**config.mk**
```make
export PLATFORM = sky130hd
export DESIGN_NAME = bcd_seg7_scan_flat
export DESIGN_NICKNAME = d
export VERILOG_FILES = /design/src/rtl/bcd_seg7_scan_if.sv /design/src/rtl/bcd_seg7_scan.sv /design/src/flat_wrapper.sv
export SDC_FILE = /design/constraint.sdc
export NUM_CORES = 1
export LEC_CHECK = 0
export BUFFER_PORTS_ARGS = -buffer_cell sky130_fd_sc_hd__buf_4
export CAP_MARGIN = 40
export CORE_MARGIN = 3
export CORE_UTILIZATION = 52
export DETAILED_ROUTE_END_ITERATION = 6
export GPL_ROUTABILITY_DRIVEN = 0
export HOLD_SLACK_MARGIN = 0.12
export PLACE_DENSITY = 0.76
export SETUP_SLACK_MARGIN = 0.3
export SYNTH_ARGS = -nofsm -noshare
export SYNTH_HDL_FRONTEND = slang
export SYNTH_SLANG_ARGS = --single-unit
export TNS_END_PERCENT = 100
```
**constraint.sdc**
```tcl
create_clock -name clk -period 2.4 [get_ports clk]
set_input_delay 0.12 -clock clk [delete_from_list [all_inputs] [get_ports clk]]
set_output_delay 0.12 -clock clk [all_outputs]
set_load 0.005 [all_outputs]
```
**src/rtl/bcd_seg7_scan_if.sv**
```systemverilog
// Input handshake bundle for bcd_seg7_scan: one packed BCD word per transfer.
interface bcd_seg7_scan_if #(
    parameter int DIGITS = 4
);
    // A word moves on every rising clk edge where bcd_vld and bcd_rdy are both 1.
    // The master holds bcd_in stable and keeps bcd_vld high until that edge.
    // bcd_rdy never depends on bcd_vld in the same cycle.
    logic [4*DIGITS-1:0] bcd_in;
    logic                bcd_vld;
    logic                bcd_rdy;

    modport master (
        output bcd_in,
        output bcd_vld,
        input  bcd_rdy
    );

    modport slave (
        input  bcd_in,
        input  bcd_vld,
        output bcd_rdy
    );
endinterface

```
**src/rtl/bcd_seg7_scan.sv**
```systemverilog
// Time-multiplexed 7-segment driver for a packed BCD word; shadow updates only at frame ends.
// Optional feature macro SEG7_DP_BLINK_EN: blinks dp on digit DP_POS with a 64-frame period.
module bcd_seg7_scan #(
    parameter int DIGITS      = 4,
    parameter int SCAN_DIV    = 50000,
    parameter int SEG_ACT_LOW = 1,
    parameter int DIG_ACT_LOW = 1,
    parameter int DP_POS      = 2
) (
    input  logic              clk,
    input  logic              rst,
    bcd_seg7_scan_if.slave    bcd,
    input  logic              blank_lz,
    output logic [6:0]        seg,
    output logic              dp,
    output logic [DIGITS-1:0] dig_sel,
    output logic              frame_done
);
    localparam int PRE_W = $clog2(SCAN_DIV);
    localparam int IDX_W = $clog2(DIGITS);
    localparam int WORD_W = 4 * DIGITS;

    localparam logic [PRE_W-1:0]  PRE_LAST = PRE_W'(SCAN_DIV - 1);
    localparam logic [IDX_W-1:0]  IDX_LAST = IDX_W'(DIGITS - 1);
    localparam logic [IDX_W-1:0]  IDX_DP   = IDX_W'(DP_POS);
    localparam logic [6:0]        SEG_OFF  = (SEG_ACT_LOW != 0) ? 7'h7F : 7'h00;
    localparam logic              DP_OFF   = (SEG_ACT_LOW != 0);
    localparam logic [DIGITS-1:0] DIG_OFF  = (DIG_ACT_LOW != 0) ? '1 : '0;

    logic [PRE_W-1:0]  presc;
    logic [IDX_W-1:0]  idx;
    logic              tc;
    logic              boundary;
    logic              xfer;
    logic [WORD_W-1:0] shadow;
    logic [WORD_W-1:0] pend;
    logic              pend_vld;
    logic [3:0]        digit [DIGITS];
    logic [DIGITS-1:0] lead_zero;
    logic              zero_run;
    logic [3:0]        cur_digit;
    logic [6:0]        seg_next;
    logic [DIGITS-1:0] dig_next;
    logic              dp_on;
    logic              blink_phase;

    function automatic logic [6:0] decode(input logic [3:0] d);
        logic [6:0] s;
        case (d)
            4'd0:    s = 7'b0111111;
            4'd1:    s = 7'b0000110;
            4'd2:    s = 7'b1011011;
            4'd3:    s = 7'b1001111;
            4'd4:    s = 7'b1100110;
            4'd5:    s = 7'b1101101;
            4'd6:    s = 7'b1111101;
            4'd7:    s = 7'b0000111;
            4'd8:    s = 7'b1111111;
            4'd9:    s = 7'b1101111;
            default: s = 7'b1000000;
        endcase
        return s;
    endfunction

    assign tc       = (presc == PRE_LAST);
    assign boundary = tc && (idx == IDX_LAST);
    assign xfer     = bcd.bcd_vld && bcd.bcd_rdy;

    always_ff @(posedge clk or posedge rst) begin
        if (rst) begin
            presc <= '0;
            idx   <= '0;
        end else if (tc) begin
            presc <= '0;
            idx   <= (idx == IDX_LAST) ? '0 : idx + 1'b1;
        end else begin
            presc <= presc + 1'b1;
        end
    end

    // A word arriving on the boundary cycle goes straight to the shadow;
    // otherwise it waits in pend and blocks further input until the next boundary.
    always_ff @(posedge clk or posedge rst) begin
        if (rst) begin
            shadow   <= '0;
            pend     <= '0;
            pend_vld <= 1'b0;
        end else if (boundary) begin
            if (xfer) begin
                shadow <= bcd.bcd_in;
            end else if (pend_vld) begin
                shadow   <= pend;
                pend_vld <= 1'b0;
            end
        end else if (xfer) begin
            pend     <= bcd.bcd_in;
            pend_vld <= 1'b1;
        end
    end

    assign bcd.bcd_rdy = ~pend_vld;

    for (genvar k = 0; k < DIGITS; k++) begin : g_digit
        assign digit[k] = shadow[4*k +: 4];
    end

    // lead_zero[k] is set when digit k and every digit above it are zero.
    always_comb begin
        zero_run  = 1'b1;
        lead_zero = '0;
        for (int k = DIGITS - 1; k > 0; k--) begin
            zero_run     = zero_run & (digit[k] == 4'd0);
            lead_zero[k] = zero_run;
        end
    end

    assign cur_digit = digit[idx];

    always_comb begin
        seg_next = decode(cur_digit);
        if (blank_lz && lead_zero[idx]) begin
            seg_next = 7'h00;
        end
        if (SEG_ACT_LOW != 0) begin
            seg_next = ~seg_next;
        end
    end

    always_comb begin
        dig_next = DIGITS'(1) << idx;
        if (DIG_ACT_LOW != 0) begin
            dig_next = ~dig_next;
        end
    end

`ifdef SEG7_DP_BLINK_EN
    logic [5:0] frame_cnt;

    always_ff @(posedge clk or posedge rst) begin
        if (rst) begin
            frame_cnt <= '0;
        end else if (frame_done) begin
            frame_cnt <= frame_cnt + 1'b1;
        end
    end

    assign blink_phase = frame_cnt[5];
`else
    assign blink_phase = 1'b0;
`endif

    assign dp_on = blink_phase && (idx == IDX_DP);

    always_ff @(posedge clk or posedge rst) begin
        if (rst) begin
            seg        <= SEG_OFF;
            dp         <= DP_OFF;
            dig_sel    <= DIG_OFF;
            frame_done <= 1'b0;
        end else begin
            seg        <= seg_next;
            dp         <= (SEG_ACT_LOW != 0) ? ~dp_on : dp_on;
            dig_sel    <= dig_next;
            frame_done <= boundary;
        end
    end
endmodule

```
**src/flat_wrapper.sv**
```systemverilog
// flat-port wrapper written by rule: the top's interface ports become plain ports
module bcd_seg7_scan_flat 
#(
    parameter int DIGITS      = 4,
    parameter int SCAN_DIV    = 50000,
    parameter int SEG_ACT_LOW = 1,
    parameter int DIG_ACT_LOW = 1,
    parameter int DP_POS      = 2
)
  (clk, rst, blank_lz, seg, dp, dig_sel, frame_done, bcd_bcd_in, bcd_bcd_vld, bcd_bcd_rdy);
  bcd_seg7_scan_if #(.DIGITS(DIGITS)) bcd_i ();
  input  logic clk;
  input  logic rst;
  input  logic blank_lz;
  output logic [6:0] seg;
  output logic dp;
  output logic [DIGITS-1:0] dig_sel;
  output logic frame_done;
  input wire logic [$bits(bcd_i.bcd_in)-1:0] bcd_bcd_in;
  input wire logic [$bits(bcd_i.bcd_vld)-1:0] bcd_bcd_vld;
  output wire logic [$bits(bcd_i.bcd_rdy)-1:0] bcd_bcd_rdy;
  assign bcd_i.bcd_in = bcd_bcd_in;
  assign bcd_i.bcd_vld = bcd_bcd_vld;
  assign bcd_bcd_rdy = bcd_i.bcd_rdy;
  bcd_seg7_scan #(.DIGITS(DIGITS), .SCAN_DIV(SCAN_DIV), .SEG_ACT_LOW(SEG_ACT_LOW), .DIG_ACT_LOW(DIG_ACT_LOW), .DP_POS(DP_POS)) u_core (.clk(clk), .rst(rst), .bcd(bcd_i), .blank_lz(blank_lz), .seg(seg), .dp(dp), .dig_sel(dig_sel), .frame_done(frame_done));
endmodule
```
### Yosys cells after proc, flatten, opt, wreduce, memory -nomap -nowiden

Memories as Yosys holds them, arrays and structs flattened.
Cells that the tools add are included.

| cells by class | value |
|---|---|
| bitwise gates (word level) | 7 |
| shifts and indexed selects | 1 |
| reduce and logical (&&, ||, !) cells | 11 |
| order comparisons | 2 |
| eq/ne operators | 3 |
| add/subtract/negate cells | 2 |
| mux-type cells | 13 |

Operators by type and width:

| kind | count |
|---|---|
| $mux 16 | 3 |
| $add 16x1->16 const B | 1 |
| $eq 16x16->1 const B | 1 |
| $logic_not 4->1 | 3 |
| $bmux 4 s2 | 1 |
| $mux 4 | 2 |
| $mux 7 | 1 |
| $not 7->7 | 1 |
| $reduce_and 2->1 | 3 |
| $mux 1 | 4 |
| $not 4->4 | 1 |
| $reduce_bool 2->1 | 2 |
| $shl 1x2->4 const A | 1 |
| $ge 3x3->1 const B | 1 |
| $logic_and 1x1->1 | 3 |
| $lt 2x3->1 const B | 1 |
| $not 2->3 | 1 |
| $add 2x1->2 const B | 1 |
| $and 1x1->1 | 2 |
| $bmux 1 s2 | 1 |
| $eq 2x2->1 const B | 1 |
| $mux 2 | 1 |
| $ne 2x2->1 const B | 1 |
| $not 1->1 | 2 |

| storage, ports and cells | value |
|---|---|
| memories | 1 |
| memory bits (read-only) | 112 |
| register bits | 63 |
| output and inout bits | 14 |

Memories:

| name | words | bits a word | read ports | clocked after Yosys merged registers in | wr ports | line | text |
|---|---|---|---|---|---|---|---|
| (no name shown) | 16 | 7 | 1 | 0 | 0 | bcd_seg7_scan.sv:49 | `case (d)` |

### Logic depth before layout (Yosys ltp)

Gate-level depths: netlist of run 1.

| logic depth | value |
|---|---|
| depth in word-level cells | 8 |
| mapped depth | 10 |

### Least setup slack after synthesis of run 1

OpenSTA, ideal clock, no wires.

| timing | value |
|---|---|
| kind | register to register |
| start | register u_core.presc[0] |
| end | register u_core.pend[0] |
| data arrival time | 2336 ps |
| slack | -61 ps |
| cell stages (with the launch flop) | 11 |
| setup time | 125 ps |
| required time | 2275 ps |
| path buffers | 4 |
| cells stage by stage | dfrtp_1 ha_1 and3_1 buf_2 and4_1 buf_6 nand2_1 ha_1 clkbuf_1 buf_1 mux2_2 |

| on the way | value |
|---|---|
| longest elaborated chain between the ends | 4 |

Ends and longest elaborated chain:

| element | line | text |
|---|---|---|
| from (decl) | bcd_seg7_scan.sv:30 | `logic [PRE_W-1:0] presc;` |
| from (signal assigned) | bcd_seg7_scan.sv:77 | `presc <= presc + 1'b1;` |
| $eq 16x16->1 | bcd_seg7_scan.sv:65 | `assign tc = (presc == PRE_LAST);` |
| $logic_and 1x1->1 | bcd_seg7_scan.sv:66 | `assign boundary = tc && (idx == IDX_LAST);` |
| $not 1->1 (no source line) | - |  |
| $reduce_and 2->1 (no source line) | - |  |
| to (signal assigned) | bcd_seg7_scan.sv:96 | `pend <= bcd.bcd_in;` |
| to (decl) | bcd_seg7_scan.sv:36 | `logic [WORD_W-1:0] pend;` |

No other way between the ends.
A chain may end at the register's enable or synchronous reset.

### Final worst setup path of run 1

| timing | value |
|---|---|
| start | register u_core.presc[13] |
| end | register u_core.shadow[10] |

| on the way | value |
|---|---|
| longest elaborated chain between the ends | 3 |

Ends and longest elaborated chain:

| element | line | text |
|---|---|---|
| $eq 16x16->1 | bcd_seg7_scan.sv:65 |  |
| $logic_and 1x1->1 | bcd_seg7_scan.sv:66 |  |
| $reduce_and 2->1 (no source line) | - |  |
| to (signal assigned) | bcd_seg7_scan.sv:90 | `shadow <= bcd.bcd_in;` |
| to (signal assigned) | bcd_seg7_scan.sv:92 | `shadow <= pend;` |
| to (decl) | bcd_seg7_scan.sv:35 | `logic [WORD_W-1:0] shadow;` |

No other way between the ends.

==> results.py, run 1 <==
metrics = {
    "detailed_routing": {
        "first_pass_iters": 4,
        "finalWirelength_um": 5400,
        "detailroute.via_count": 1929,
        "drt-vias-per-instance": 5.23,
        "post_drt_wl_per_cell_um": 14.6,
        "drc": 0,
        "detailedRoute.firstIterationViolations": 73,
        "antenna_violating_nets_post_route": 0,
    },
    "floorplan": {
        "rows": 27,
        "floorplan.die.width_um": 82.5,
        "io_pins": 34,
        "effective_utilization_at_floorplan": 0.546,
        "die_area_um2": 6810,
        "core_region_area_um2": 5570,
        "floorplan.die.height_um": 82.5,
    },
    "clock_network": {
        "cts_buffer_depth": 2,
        "numCtsBuffers": 9,
        "clock_insertion_delay_worst_skew_ns": 0.34,
        "cts.sink_count": 63,
        "cts.htree.levels": 3,
        "cts-root-buf": "sky130_fd_sc_hd__clkbuf_8",
        "clkSlewWorstSetupHoldPaths_ns": 0.07,
        "cts_tree": "done",
    },
    "finish": {
        "flow.area_growth_from_synthesis_pct": 25.1,
        "layout.cells.most_common": "sky130_fd_sc_hd__dfrtp_1",
        "final_layout_size_suffix_gt1_frac": 0.421,
        "layoutNonFillerInstCount": 369,
        "finish.instance_area_um2": 3810,
        "fin_nets": 323,
        "final_util": 0.684,
        "final_cell_mix": "50 x sky130_fd_sc_hd__dfrtp_1, 39 x sky130_fd_sc_hd__buf_4, 38 x sky130_fd_sc_hd__mux2_2, 17 x sky130_fd_sc_hd__dlygate4sd3_1, 14 x sky130_fd_sc_hd__inv_1",
        "antennaDiodeCount": 0,
    },
    "sta": {
        "final_slew_violations": 0,
        "setup_viol": 0,
        "largest_clock_skew_in_the_final_design_ns": 0.00942,
        "grt_setup_unrepaired": "no",
        "finalSetupTns_ns": 0,
        "layout_min_cycle_time_ns": 1.95,
        "final_hold_viol_count": 0,
        "clock.fmax_mhz": 513,
        "layout_setup_ws_ns": 0.452,
        "fin_crit_sh": 0.812,
    },
    "critical_path": {
        "setup.worst_path.class": "reg2reg",
        "setup.worst_path.end_class": "register",
        "endpoint_of_the_worst_setup_timing_path": "u_core.shadow[10]",
        "crit_required_ns": 2.62,
        "r2r_end": "u_core.shadow[10]",
        "timing.reg2reg.worst_path_depth": 6,
        "regToRegStartpoint": "u_core.presc[13]",
        "timing.critical_path.from_type": "register",
        "timing.reg2reg.setup_slack_ns": 0.45,
        "worst-path-max-fanout": 16,
        "worst_setup_path_startpoint": "u_core.presc[13]",
        "worst_ep_arrival_time_ns": 2.17,
    },
    "synth": {
        "synth_area_leaders": "sky130_fd_sc_hd__dfrtp_1 43%, sky130_fd_sc_hd__mux2_2 14%, sky130_fd_sc_hd__dfstp_2 9.5%, sky130_fd_sc_hd__ha_1 4.5%, sky130_fd_sc_hd__mux2_4 4.4%",
        "syn-num-nets": 266,
        "synth_enable_flop_cells": 0,
        "synth_seq_cells": 63,
        "syn_area_um2": 3050,
        "avgSynthCellArea_um2": 13.0,
        "synth_ff_type": "sky130_fd_sc_hd__dfrtp_1",
        "synth.yosys.seq_area_share": 0.522,
        "synth_area_leader_cell": "sky130_fd_sc_hd__dfrtp_1",
        "netlist_instances": 235,
        "netlist-cell-type-count": 43,
        "synthArstFlopShare": 1.00,
        "yosys_warnings": 0,
        "yosysTopAreaCellShare": 0.427,
    },
    "placement": {
        "placement.cell_area_um2": 3330,
        "place.detailed.hpwl_um": 3710,
        "place.port_buffers": 32,
        "placement.setup.worst_slack_ns": 0.0618,
        "placed_cells": 332,
    },
    "power_and_ir_drop": {
        "leakage_power_total_nw": 1.77,
        "power_per_cell_area_nw_per_um2": 664,
        "ir_drop_worst_vdd_uv": 501,
    },
    "global_routing": {
        "grt-ovfl-total": 0,
        "largest_net_degree_at_the_start_of_global_routing": 32,
        "first_global_vias": 1886,
        "grtUsageTotal": 0.181,
        "wire_length_of_the_first_global_routing_pass_um": 8960,
        "antenna_found_initial": 0,
    },
    "outcome": {
        "run_status": "finished, final reports clean",
    },
    "run": {
        "maxCapViolCount": 0,
    },
    "min_path": {
        "worstHoldPathType": "in2reg",
    },
}
registers in the layout, summed over array words and instances, names as in the netlist:
name,cells
u_core.seg,7
u_core.shadow,16
u_core.dig_sel,4
u_core.idx,2
u_core.presc,16
u_core.pend_vld,1
u_core.frame_done,1
u_core.pend,16
worst max-delay path, stage by stage (launching register included):
cell                       delay (ns)
sky130_fd_sc_hd__dfrtp_2         0.45
sky130_fd_sc_hd__nor4bb_4        0.29
sky130_fd_sc_hd__and4_1          0.26
sky130_fd_sc_hd__buf_6           0.12
sky130_fd_sc_hd__o211a_1         0.18
sky130_fd_sc_hd__buf_12          0.18
sky130_fd_sc_hd__mux2_2          0.34
how the worst min path moves through the flow:
stage / from / end / depth (start not counted)
detailed placement: rst / u_core.shadow[0] / 2
global placement: rst / u_core.shadow[0] / 2
finish: blank_lz / u_core.seg[4] / 4
floorplan: bcd_bcd_in[0] / u_core.pend[0] / 1
global route: blank_lz / u_core.seg[4] / 4
CTS: blank_lz / u_core.seg[4] / 4
per-layer routing:
layer,track usage,share of wire,vias to the layer above
met5,0,0,-
met4,0.103,0.026,0
met3,0.0434,0.050,11
met2,0.260,0.45,50
met1,0.250,0.47,939
li1,-,-,929
timing repair:
action	CTS	global route
hold endpoints to repair	49	0
endpoints found under the setup margin	31	16
setup buffers	0	4
hold buffers	17	0
gates resized for setup	8	5
pin swaps	0	3
area by class of cell:
cell class / count / area, um2
clock inverters: 3 / 65.1
multi-input cells: 145 / 1350
flip-flops and latches: 63 / 1590
inverters: 15 / 56.3
clock buffers: 13 / 159
repair buffers: 58 / 494
well taps: 72 / 90.1
fillers: 394 / 1760
through the flow:
step,total power (W),hold WS [ns]
global route,0.00265,0.160
CTS,0.00255,0.166
floorplan,0.00143,0.272
finish,0.00253,0.178
detailed placement,0.00150,0.0990
global placement,0.00149,0.0948
kinds of logic (layout without fill, tap and decap cells):
group | count (synthesis) | count (layout) | share of synthesized area
flops | 63 | 63 | 0.522
mux | 55 | 55 | 0.228
simple gates | 48 | 48 | 0.0879
buf+inv | 27 | 89 | 0.0460
compound gates | 18 | 18 | 0.0353
xor+xnor | 12 | 12 | 0.0345
fa+ha+maj | 11 | 11 | 0.0452
other cells | 1 | 1 | 0.00123
cell usage after synthesis, types with 2 or more instances:
cell                       number
sky130_fd_sc_hd__dfrtp_1       52
sky130_fd_sc_hd__mux2_2        38
sky130_fd_sc_hd__inv_1         15
sky130_fd_sc_hd__dfstp_2       11
sky130_fd_sc_hd__ha_1          11
sky130_fd_sc_hd__nand2_1       10
sky130_fd_sc_hd__mux2_4         9
sky130_fd_sc_hd__nor2_1         8
sky130_fd_sc_hd__xor2_1         8
sky130_fd_sc_hd__nand3_1        7
sky130_fd_sc_hd__o21ai_0        7
sky130_fd_sc_hd__a21oi_1        4
sky130_fd_sc_hd__and4_1         4
sky130_fd_sc_hd__clkbuf_1       4
sky130_fd_sc_hd__mux2i_1        4
sky130_fd_sc_hd__mux4_2         4
sky130_fd_sc_hd__xnor2_1        4
sky130_fd_sc_hd__buf_2          3
sky130_fd_sc_hd__nor4_1         3
sky130_fd_sc_hd__and3_1         2
sky130_fd_sc_hd__buf_6          2
sky130_fd_sc_hd__nand2b_1       2
sky130_fd_sc_hd__nor3_1         2
sky130_fd_sc_hd__or3_1          2
power by group:
group          switching (W)  internal (W)  total, W
sequential         0.0000462       0.00116   0.00121
combinational      0.0000974      0.000196  0.000293
clock               0.000387      0.000641   0.00103
total               0.000530       0.00200   0.00253
Note: power is estimated with default switching activity, not from simulation.
==> run 2, diff against run 1 <==
==> constraint.sdc (replaced) <==
create_clock -name clk -period 1.7 [get_ports clk]
set_input_delay 0.085 -clock clk [delete_from_list [all_inputs] [get_ports clk]]
set_output_delay 0.085 -clock clk [all_outputs]
set_load 0.005 [all_outputs]
==> results.py, run 2 (synthesized netlist as in run 1, its figures left out) <==
metrics = {
    "critical_path": {
        "timing.reg2reg.setup_slack_ns": -0.17,
        "endpoint_of_the_worst_setup_timing_path": "u_core.shadow[10]",
        "timing.critical_path.from_type": "register",
        "worst-path-max-fanout": 8,
        "timing.reg2reg.worst_path_depth": 5,
        "setup.worst_path.class": "reg2reg",
        "worst_setup_path_startpoint": "u_core.presc[13]",
        "r2r_end": "u_core.shadow[10]",
        "worst_ep_arrival_time_ns": 2.10,
        "regToRegStartpoint": "u_core.presc[13]",
        "crit_required_ns": 1.93,
        "setup.worst_path.end_class": "register",
    },
    "clock_network": {
        "cts.htree.levels": 3,
        "clock_insertion_delay_worst_skew_ns": 0.35,
        "cts_buffer_depth": 2,
        "clkSlewWorstSetupHoldPaths_ns": 0.07,
        "cts.sink_count": 63,
        "cts_tree": "done",
        "cts-root-buf": "sky130_fd_sc_hd__clkbuf_8",
        "numCtsBuffers": 9,
    },
    "sta": {
        "setup_viol": 37,
        "final_hold_viol_count": 0,
        "layout_setup_ws_ns": -0.171,
        "finalSetupTns_ns": -4.40,
        "clock.fmax_mhz": 534,
        "grt_setup_unrepaired": "yes",
        "largest_clock_skew_in_the_final_design_ns": 0.00956,
        "layout_min_cycle_time_ns": 1.87,
        "final_slew_violations": 0,
        "fin_crit_sh": 1.10,
    },
    "power_and_ir_drop": {
        "leakage_power_total_nw": 2.05,
        "power_per_cell_area_nw_per_um2": 809,
        "ir_drop_worst_vdd_uv": 493,
    },
    "detailed_routing": {
        "met2WireLength_um": 3630,
        "first_pass_iters": 4,
        "antenna_violating_nets_post_route": 0,
        "detailroute.via_count": 2188,
        "finalWirelength_um": 7190,
        "drc": 0,
        "top_signal_layer_used": "met4",
        "drt-vias-per-instance": 5.42,
        "wirelength_met1_um": 3060,
        "post_drt_wl_per_cell_um": 17.8,
        "met3WireLength_um": 333,
        "detailedRoute.firstIterationViolations": 105,
    },
    "global_routing": {
        "first_global_vias": 2178,
        "largest_net_degree_at_the_start_of_global_routing": 64,
        "wire_length_of_the_first_global_routing_pass_um": 10300,
        "grtUsageTotal": 0.206,
        "grt-ovfl-total": 0,
        "antenna_found_initial": 0,
    },
    "placement": {
        "placement.cell_area_um2": 3620,
        "place.port_buffers": 32,
        "placed_cells": 354,
        "placement.setup.worst_slack_ns": -0.236,
        "place.detailed.hpwl_um": 3940,
    },
    "min_path": {
        "worstHoldPathType": "in2reg",
        "min_from": "blank_lz",
    },
    "finish": {
        "layoutNonFillerInstCount": 404,
        "fin_nets": 358,
        "largest_registers": "u_core.pend: 16 flops, u_core.presc: 16 flops, u_core.shadow: 16 flops",
        "final_cell_mix": "56 x sky130_fd_sc_hd__buf_4, 52 x sky130_fd_sc_hd__dfrtp_1, 28 x sky130_fd_sc_hd__mux2_2, 19 x sky130_fd_sc_hd__mux2_4, 17 x sky130_fd_sc_hd__dlygate4sd3_1",
        "multi_input_area_um2": 1570,
        "area.sequential_um2": 1590,
        "antennaDiodeCount": 0,
        "layout.cells.most_common": "sky130_fd_sc_hd__buf_4",
        "flow.area_growth_from_synthesis_pct": 43.9,
        "final.fill_count": 333,
        "final_util": 0.786,
        "final_layout_size_suffix_gt1_frac": 0.578,
        "finish.instance_area_um2": 4380,
    },
    "outcome": {
        "violations": "setup timing",
        "run_status": "complete, but fails checks",
    },
    "floorplan": {
        "core_region_area_um2": 5570,
        "floorplan.die.width_um": 82.5,
        "floorplan.die.height_um": 82.5,
        "effective_utilization_at_floorplan": 0.546,
        "die_area_um2": 6810,
        "io_pins": 34,
        "rows": 27,
    },
    "run": {
        "maxCapViolCount": 0,
    },
}
## run 2: cell types whose count changed in the layout (fill, tap and decap cells not counted), moves of 4 or more
cell and delta:
sky130_fd_sc_hd__inv_1 -4, sky130_fd_sc_hd__o21ai_0 -5, sky130_fd_sc_hd__mux2_2 -10, sky130_fd_sc_hd__buf_6 +14, sky130_fd_sc_hd__buf_4 +17, sky130_fd_sc_hd__ha_1 -4, sky130_fd_sc_hd__mux2_4 +10
## run 2: stage by stage
| step | power (W) | hold slack, ns |
|---|---|---|
| 2_1_floorplan | 0.00203 | 0.206 |
| 3_3_place_gp | 0.00213 | 0.203 |
| 3_5_place_dp | 0.00216 | 0.203 |
| 4_1_cts | 0.00353 | 0.131 |
| 5_1_grt | 0.00370 | 0.154 |
| 6_report | 0.00355 | 0.142 |
## run 2: where the power goes
part           total [W]  switching [W]  leakage [nW]  internal [W]
sequential       0.00172      0.0000780         0.781       0.00164
combinational   0.000462       0.000161          1.16      0.000301
clock            0.00136       0.000572         0.109      0.000793
total            0.00355       0.000811          2.05       0.00274
## run 2: per-layer routing
| metal | track usage | vias up |
|---|---|---|
| met5 | 0 | - |
| met4 | 0.0866 | 0 |
| met3 | 0.0531 | 14 |
| met2 | 0.323 | 58 |
| met1 | 0.273 | 1115 |
| li1 | - | 1001 |
## run 2: area by class of cell
type                            count  area share
Tap cell                           72      0.0206
Multi-Input combinational cell    145       0.357
Inverter                           15      0.0143
Clock buffer                       13      0.0385
Clock inverter                      3     0.00914
Sequential cell                    63       0.363
Timing Repair Buffer               93       0.197
## run 2: critical path, stage by stage (launching register included)
cell                        delay [ns]
sky130_fd_sc_hd__dfrtp_1          0.42
sky130_fd_sc_hd__nor4bb_4         0.32
sky130_fd_sc_hd__and4_4           0.31
sky130_fd_sc_hd__o211a_4          0.23
sky130_fd_sc_hd__clkbuf_16        0.18
sky130_fd_sc_hd__mux2_4           0.29
## run 2: worst min-delay path by stage
| stage | end | slack [ns] | depth (start not counted) |
|---|---|---|---|
| CTS | u_core.seg[4] | 0.13 | 4 |
| global route | u_core.seg[4] | 0.15 | 4 |
| floorplan | u_core.frame_done | 0.21 | 1 |
| finish | u_core.seg[4] | 0.14 | 4 |
| global placement | u_core.pend[0] | 0.20 | 3 |
| detailed placement | u_core.presc[9] | 0.20 | 3 |
## run 2: timing repair
| item | CTS | global route |
|---|---|---|
| buffers inserted | 8 | 8 |
| setup endpoints to repair | 56 | 58 |
| resized for setup | 36 | 18 |
| gates cloned | 0 | 1 |
| hold buffers | 17 | 0 |
| hold endpoints to repair | 94 | 0 |
| pin swaps | 13 | 12 |
